## config.mk

```make
export PLATFORM = sky130hd
export DESIGN_NAME = int_ctrl
export DESIGN_NICKNAME = d
export VERILOG_FILES = /design/src/rtl/int_ctrl.sv
export SDC_FILE = /design/constraint.sdc
export NUM_CORES = 1
export LEC_CHECK = 0
export CAP_MARGIN = 5
export CORE_MARGIN = 4
export CORE_UTILIZATION = 57
export CTS_CLUSTER_SIZE = 16
export DETAILED_ROUTE_END_ITERATION = 12
export DONT_BUFFER_PORTS = 1
export HOLD_SLACK_MARGIN = 0.1
export PLACE_DENSITY = 0.72
export SYNTH_ARGS = -nofsm -noshare
export SYNTH_HDL_FRONTEND = slang
export SYNTH_SLANG_ARGS = --single-unit
```

## constraint.sdc

```tcl
create_clock -name clk -period 1.63 [get_ports clk]
set_input_delay 0.2445 -clock clk [delete_from_list [all_inputs] [get_ports clk]]
set_output_delay 0.2445 -clock clk [all_outputs]
set_load 0.005 [all_outputs]
```

## src/rtl/int_ctrl.sv

```systemverilog
// Prioritised interrupt controller: synchronise, latch pending, arbitrate lowest index, REQ/SERVICE handshake.
// Latency: SYNC_STAGES+2 edges from the first sampling edge of an edge-mode irq_in pulse to irq_req.
// Backpressure: a request holds in REQ until irq_ack (or a mask-off); new pending bits wait while busy.
module int_ctrl #(
  parameter int NUM_IRQ     = 4,
  parameter int SYNC_STAGES = 2,
  localparam int ID_W       = (NUM_IRQ > 1) ? $clog2(NUM_IRQ) : 1
) (
  input  logic               clk,
  input  logic               rst,
  input  logic [NUM_IRQ-1:0] irq_in,
  input  logic               mask_we,
  input  logic [NUM_IRQ-1:0] mask_wd,
  input  logic               mode_we,
  input  logic [NUM_IRQ-1:0] mode_wd,
  input  logic               irq_ack,
  input  logic               eoi,
  output logic               irq_req,
  output logic [ID_W-1:0]    irq_id,
  output logic [NUM_IRQ-1:0] pending,
  output logic               busy
);

  typedef enum logic [1:0] {IDLE, REQ, SERVICE} state_t;

  state_t             state_q, state_nxt;
  logic [ID_W-1:0]    id_nxt, low_id;
  logic [NUM_IRQ-1:0] sync_q [SYNC_STAGES];
  logic [NUM_IRQ-1:0] sync_bit, sync_prev, rise;
  logic [NUM_IRQ-1:0] mask_q, mode_q, mode_nxt;
  logic [NUM_IRQ-1:0] active, ack_clr, sw_clr, pend_nxt;
  logic               ack_edge;

  assign sync_bit = sync_q[SYNC_STAGES-1];
  assign rise     = sync_bit & ~sync_prev;
  assign active   = pending & mask_q;

  // Metastability chain per line, plus the previous synchronized value for rise detection
  always_ff @(posedge clk or negedge rst) begin
    if (!rst) begin
      for (int s = 0; s < SYNC_STAGES; s++) sync_q[s] <= '0;
      sync_prev <= '0;
    end else begin
      sync_q[0] <= irq_in;
      for (int s = 1; s < SYNC_STAGES; s++) sync_q[s] <= sync_q[s-1];
      sync_prev <= sync_bit;
    end
  end

  // Lowest-index enabled pending channel wins arbitration
  always_comb begin
    low_id = '0;
    for (int i = NUM_IRQ - 1; i >= 0; i--) begin
      if (active[i]) low_id = ID_W'(i);
    end
  end

  // Next-state logic; a mask-off in REQ takes precedence over a coincident ack
  always_comb begin
    state_nxt = state_q;
    id_nxt    = irq_id;
    ack_edge  = 1'b0;
    case (state_q)
      IDLE: begin
        if (|active) begin
          state_nxt = REQ;
          id_nxt    = low_id;
        end
      end
      REQ: begin
        if (!mask_q[irq_id]) begin
          state_nxt = IDLE;
        end else if (irq_ack) begin
          state_nxt = SERVICE;
          ack_edge  = 1'b1;
        end
      end
      SERVICE: begin
        if (eoi) state_nxt = IDLE;
      end
      default: state_nxt = IDLE;
    endcase
  end

  // Pending update: level channels mirror the synced line, edge channels set on rise (set beats clear)
  always_comb begin
    mode_nxt = mode_we ? mode_wd : mode_q;
    ack_clr  = (ack_edge && mode_q[irq_id]) ? (NUM_IRQ'(1) << irq_id) : '0;
    sw_clr   = {NUM_IRQ{mode_we}} & ~mode_q & mode_wd;
    pend_nxt = (mode_nxt & (rise | (pending & ~(ack_clr | sw_clr)))) | (~mode_nxt & sync_bit);
  end

  // State, latched id, configuration and pending registers
  always_ff @(posedge clk or negedge rst) begin
    if (!rst) begin
      state_q <= IDLE;
      irq_id  <= '0;
      mask_q  <= '0;
      mode_q  <= '1;
      pending <= '0;
    end else begin
      state_q <= state_nxt;
      irq_id  <= id_nxt;
      pending <= pend_nxt;
      mode_q  <= mode_nxt;
      if (mask_we) mask_q <= mask_wd;
    end
  end

  assign irq_req = (state_q == REQ);
  assign busy    = (state_q != IDLE);

endmodule

```

======== Yosys cells after proc, flatten, opt, wreduce, memory -nomap -nowiden ========
Cells that the tools add are included.
operators by class
  magnitude comparators ................... 1
  equal/unequal tests ..................... 5
  shifts and indexed selects .............. 1
  mux-type cells .......................... 18
  bitwise operators ....................... 14
  reductions and logical operators ........ 6
operators by type and width
  kind                                                                           number
  4-bit bitwise AND                                                              7
  2-bit 2-to-1 mux                                                               8
  4-bit NOT                                                                      4
  4-bit bitwise OR                                                               3
  4-bit 2-to-1 mux                                                               2
  2-bit one-hot mux with 3 select lines                                          1
  1-bit 2-to-1 mux                                                               5
  1-bit binary-select mux with 2-bit select                                      2
  2-bit != test (second input constant)                                          2
  4-bit OR reduction                                                             1
  1-bit by 2-bit << shifter with 4-bit output (first input constant)             1
  2-bit by 3-bit less-than comparator with 1-bit output (second input constant)  1
  3-bit != test (second input constant)                                          1
  3-bit AND reduction                                                            1
  2-bit by 1-bit == test with 1-bit output (second input constant)               1
  2-bit == test (second input constant)                                          1
  2-bit zero test                                                                1
  2-bit AND reduction                                                            1
  2-bit nonzero test                                                             1
  1-bit logical AND                                                              1
word-level totals
  flip-flop bits (word level) ............. 28
  bits of input ports ..................... 18
  output and inout bits ................... 8

======== Logic depth before layout (Yosys ltp) ========
Gate-level depths: netlist of the first run.
  word-level depth ........................ 12
  mapped depth ............................ 4
  mapped depth without buffers ............ 4

======== Worst setup path after synthesis of the first run ========
No wires, ideal clock.
  path kind ............................... flip-flop to flip-flop
  start ................................... register irq_id[0]
  end ..................................... register state_q[1]
  data arrival time ....................... 1.197 ns
  required time ........................... 1.508 ns
  path slack .............................. 0.312 ns
  cell stages (with the launch flop) ...... 3
  buffers on the path ..................... 0
  period minus slack after synthesis ...... 1.318 ns
  cells stage by stage .................... dfrtp_1 -> mux4_2 -> a32o_1
on the way
  word-level cells in the longest chain between the ends .. 4
  elaborated cells between the ends (all ways) .. 6
  classes of those cells .................. eq/ne: 1; mux: 4; reduce/logical: 1
RTL lines
  element                                                                                        line  source
  start, declared                                                                                19    output logic [ID_W-1:0] irq_id,
  start signal, assigned                                                                         103   irq_id <= id_nxt;
  1-bit binary-select mux with 2-bit select (*)                                                  71    if (!mask_q[irq_id]) begin
  1-bit 2-to-1 mux (implied by the code) (*)                                                     71
  3-bit != test (no line) / 2-bit 2-to-1 mux (equally long branches)                             --
  3-bit AND reduction (no line) / 2-bit one-hot mux with 3 select lines (equally long branches)  --
  end signal, assigned                                                                           102   state_q <= state_nxt;
  end, declared                                                                                  26    state_t state_q, state_nxt;
Mark *: on every way between the ends. The rest lies on a longest branch, timed or not. The select of a mux whose other input is x is not followed.
A chain may end at the register's enable or synchronous reset.

======== Worst setup path after layout of the first run ========
  start ................................... register pending[0]
  end ..................................... register irq_id[0]
on the way
  word-level cells in the longest chain between the ends .. 3
  elaborated cells between the ends (all ways) .. 4
  classes of those cells .................. mux: 1; bitwise: 1; reduce/logical: 2
RTL lines
  element                        line  source
  start, declared                20    output logic [NUM_IRQ-1:0] pending,
  start signal, assigned         104   pending <= pend_nxt;
  4-bit bitwise AND (*)          36    assign active = pending & mask_q;
  4-bit OR reduction             65    if (|active) begin
  2-bit AND reduction (no line)  --
Mark *: on every way between the ends. The rest lies on a longest branch, timed or not.

==> impl_metrics.toml, run 1 <==
[yosys]
synthesis.nets = 97
ys_warn_count = 0
async_flop_share_pct = 100
netlist_instances = 79
yosys-top-cells-area = "dfrtp_1 58%, dfstp_2 10%, mux2_2 9.7%"
ys_seq_elements = 28
synth.avg_cell_area_um2 = 13.2
synth.most_common_cell = "dfrtp_1"
syn_area_um2 = 1040
synth_flop_cell = "dfrtp_1"
synth-seq-area-share_pct = 67.7
synth_top_area_share_pct = 57.6
synth_area_leader_cell = "dfrtp_1"
yosys-top-cells-count = "24 x dfrtp_1, 15 x nand2_1, 9 x mux2_2"
ys_types = 19
synth_edf_count = 0

[floorplanning]
dieWidth_um = 50.8
initial_core_util_pct = 60.4
die_y_um = 50.8
core_region_area_um2 = 1730
die_area_um2 = 2580
io_pins = 26
rows = 15

[timing]
slew_violations = 0
timing.fmax_mhz = 703
hold_viol = 0
finalSetupViolCount = 0
slew_headroom_pct = 72.9
finalCritPeriodShare_pct = 87.3
final.min_clock_period_ns = 1.42
hold_slack_ns = 0.151
rsz0062_at_grt = "false"
skew_ns = 0.00561
worst_pin_slew_ns = 0.401
setup_tns_ns = 0

[setup_path]
crit_fanout = 4
required_ns = 1.85
r2r_slack_ns = 0.21
crit_path_start_kind = "register"
crit_start = "pending[0]"
crit_path_end_kind = "register"
reg2reg_from = "pending[0]"
worst-endpoint-arrival_ns = 1.64
critical_path_class = "reg -> reg"

[place]
place_area_um2 = 1080
placement.io_buffers = 0
hpwl_mm = 1.38
gp_congestion = 0.795
dp.cells = 105

[power]
ir_drop_uv = 722
power_density_nw_per_um2 = 1220
fin_total_pwr_uw = 1680
power_leakage_uw = 0.000587

[clocking]
clock_sinks = 28
cts_made_buffers = 3
root_buffer = "clkbuf_4"
hold_buffers = 23
cts.htree.levels = 1
cts_setup_buffers = 0
post_cts_resized = 0
cts_tree = "done"
path_clk_slew_ns = 0.14
insertion_delay_ns = 0.32
clk_path_buf_depth = 2

[detailed_routing]
drc = 0
drtIter0Drc = 12
met1_length_um = 900
viasPerCell = 5.55
first_pass_iters = 4
ant_nets = 0
dr_total_vias = 732
wl_met2_um = 993
wl_met3_um = 104
wl_mm = 2.06
top_layer_used = "met4"
wl_per_cell_um = 15.6

[global_route]
grt_pass1_wl_mm = 3.46
grt_pass1_vias = 743
antenna_found_initial = 0
grt_overflow = 0
track_usage_pct = 18.2
grt_max_degree = 29

[final_layout]
final_cell_area_um2 = 1370
antenna_cells = 0
drive_above_1_share_pct = 18.7
area_growth_pct = 31.8
final_net_count = 126
stdcell_count = 132

[status]
status = "finished, final reports clean"

[hold_path]
min_path_type = "in -> reg"
hold_start = "eoi"

[run]
cap_viol_max_count = 0
==> worst max-delay path, stage by stage, from the launching register on <==
cell	delay, ns
dfrtp_1	0.46
a22o_1	0.27
o21ai_0	0.23
mux2_2	0.36
==> per-layer routing <==
layer,vias to the layer above,GRT usage [%]
met5,-,0
met4,0,8.97
met3,8,5.64
met2,23,28.5
met1,366,22.7
li1,335,-
==> final timing paths <==
check | endpoint | depth (start not counted)
worst max-delay path | irq_id[0] | 3
worst min-delay path | state_q[1] | 2
worst max register to register | irq_id[0] | 3
worst min register to register | sync_bit[1] | 0
max in group asynchronous | mode_q[2] | 2
min in group asynchronous | irq_id[1] | 2
==> stage by stage <==
step | setup slack [ns] | util (%)
detailed placement | 0.255 | 62.6
finish | 0.207 | 79.6
floorplan | 0.312 | -
CTS | 0.231 | 79.6
global route | 0.134 | 79.6
global placement | 0.274 | 62.6
==> sequential cells by signal, summed over array words and instances (netlist names) <==
signal and count:
mode_q 4, state_q 2, mask_q 4, sync_q 4, sync_prev 4, pending 4, irq_id 2, sync_bit 4
==> cell type report <==
type / instances / area, um^2
Timing Repair Buffer: 24 / 248
Multi-Input combinational cell: 49 / 329
Sequential cell: 28 / 706
Tap cell: 25 / 31.3
Inverter: 2 / 7.51
Clock buffer: 3 / 22.5
Fill cell: 111 / 353
Clock inverter: 1 / 30.0
==> logic make-up after synthesis <==
logic type             count (synthesis)  synth area share (%)
DFF                                   28                  67.7
buffers and inverters                  2                 0.721
AOI/OAI and AO/OA                     15                  9.36
and+or+nand+nor                       24                  10.3
muxes                                 10                  11.9
==> report_power, final <==
part           switching [uW]  internal, uW  leakage, uW
combinational             158           187     0.000233
clock                     186           249    0.0000279
sequential                106           794     0.000326
==> layout by cell type (no fill, tap or decap), types with 2 or more instances in the layout <==
cell	netlist	layout
inv_1	2	2
dfrtp_1	24	24
dlygate4sd3_1	0	22
nor2_1	3	3
clkbuf_4	0	3
a21oi_1	3	3
o21ai_0	5	5
nand2_1	15	15
mux2_2	9	9
o211ai_1	4	4
dfstp_2	4	4
(Power assumes the default switching activity.)
==> run 2: changes to the inputs <==
Settings changed: SLEW_MARGIN set to 20.
==> results of run 2 <==
Final layout, timing and power as in run 1 (identical DEF).
==> run 3: changes to the inputs <==
Settings changed: CELL_PAD_IN_SITES_DETAIL_PLACEMENT set to 1, CELL_PAD_IN_SITES_GLOBAL_PLACEMENT set to 2, CORE_ASPECT_RATIO set to 0.6, CORE_UTILIZATION 57 to 39, PLACE_DENSITY 0.72 to not set, PLACE_DENSITY_LB_ADDON set to 0.1.
==> run 3 against run 2 <==
Effect of this change: total power is 6.7% higher; core utilization is 30 points lower; final cell count is 6.1% lower; clock power is 23% higher; worst hold slack worse by 0.032 ns; sequential share of layout area is 5.3 points higher; critical path type unchanged.
==> impl_metrics.toml, run 3 (synthesized netlist as in run 1, its figures left out) <==
[detailed_routing]
drc = 0
dr_total_vias = 651
drtIter0Drc = 34
ant_nets = 0
viasPerCell = 5.25
first_pass_iters = 4
wl_per_cell_um = 17.9
wl_mm = 2.22

[clocking]
root_buffer = "clkbuf_8"
clk_path_buf_depth = 2
clock_sinks = 28
cts_tree = "done"
cts_setup_buffers = 0
cts.htree.levels = 1
path_clk_slew_ns = 0.09
cts_made_buffers = 3
post_cts_resized = 0
insertion_delay_ns = 0.27
hold_buffers = 6

[global_route]
grt_pass1_wl_mm = 3.69
grt_overflow = 0
grt_pass1_vias = 711
antenna_found_initial = 0
track_usage_pct = 14.4
grt_max_degree = 29

[power]
power_leakage_uw = 0.000533
power_density_nw_per_um2 = 1440
ir_drop_uv = 559

[status]
status = "finished, final reports clean"

[setup_path]
timing.rr.end = "irq_id[0]"
r2r_slack_ns = 0.19
worst-endpoint-arrival_ns = 1.60
max_stage_delay_ns = 0.45
crit_path_start_kind = "register"
path_cells = "a22o_1, o21ai_0, mux2_2"
r2r_cells = 3
cpMaxStageDelayCell = "dfrtp_1"
reg2reg_from = "pending[0]"
critical_path_class = "reg -> reg"
crit_fanout = 4
required_ns = 1.79
crit_path_end_kind = "register"

[final_layout]
final_net_count = 111
final_common_cell = "dfrtp_1"
multi_input_area_um2 = 329
final_cell_mix = "24 x dfrtp_1, 15 x nand2_1, 9 x mux2_2"
stdcell_count = 124
drive_above_1_share_pct = 23.9
area_growth_pct = 19.6
fillCellCount = 270
antenna_cells = 0
seq_area_um2 = 706

[floorplanning]
initial_core_util_pct = 41.3
io_pins = 26
core_region_area_um2 = 2520
die_area_um2 = 3590
rows = 14
die_y_um = 48.0
dieWidth_um = 74.7

[timing]
worst_pin_slew_ns = 0.351
timing.fmax_mhz = 694
finalCritPeriodShare_pct = 88.4
finalSetupViolCount = 0
final.min_clock_period_ns = 1.44
skew_ns = 0.00154
rsz0062_at_grt = "false"
hold_viol = 0
slew_violations = 0
setup_tns_ns = 0
slew_headroom_pct = 76.3
hold_slack_ns = 0.119

[place]
hpwl_mm = 1.69
placement.io_buffers = 0
gp_congestion = 0.769
dp.cells = 114

[hold_path]
min_path_type = "in -> reg"
hold_start = "mask_wd[3]"
hold_path_depth = 1
min_to = "mask_q[3]"

[run]
cap_viol_max_count = 0
run 3: cell types whose count changed in the layout (fill, tap and decap cells not counted), sizes merged:
cell | previous run | this run
dlygate4sd3 | 22 | 5
buf | 2 | 4
run 3: report_power, final:
group	switching, uW	total, uW	internal [uW]	leakage [uW]
sequential	94.6	889	795	0.000326
combinational	182	366	183	0.000171
clock	209	537	328	0.0000357
total	486	1790	1310	0.000533
run 3: routing by layer:
metal / vias up / global-route usage (%) / routed length (um)
met1: 323 / 20.0 / 1090
met4: 0 / 3.19 / 12
met5: - / 0 / 0
li1: 305 / - / -
met3: 2 / 6.50 / 188
met2: 21 / 20.8 / 926
run 3: metrics by stage:
stage / power [uW] / utilization (%) / setup WS, ns / instance area, um^2
after floorplan: 1090 / - / 0.312 / 1040
after global routing: 1910 / 49.4 / 0.116 / 1250
after global placement: 1240 / 43.8 / 0.254 / 1100
after detailed placement: 1240 / 43.8 / 0.202 / 1100
after CTS: 1810 / 49.4 / 0.184 / 1250
final: 1790 / 49.4 / 0.189 / 1250
run 3: worst max-delay path by stage:
stage	startpoint	endpoint
detailed placement	pending[0]	irq_id[0]
finish	pending[0]	irq_id[0]
floorplan	irq_id[0]	state_q[1]
CTS	pending[0]	irq_id[0]
global route	pending[0]	irq_id[0]
global placement	irq_id[0]	state_q[1]
run 3: worst max-delay path: cells and delay by family (launching register included):
kind / cells / cell delay [ns]
flops: 1 / 0.45
mux: 1 / 0.36
compound gates: 2 / 0.52
run 3: area by class of cell:
type / count / share of cell area [%]
inverter: 2 / 0.602
clock inverter: 1 / 2.41
timing repair buffer: 9 / 7.43
clock buffer: 3 / 3.31
tap: 32 / 3.21
multi-input combinational: 49 / 26.4
sequential: 28 / 56.6
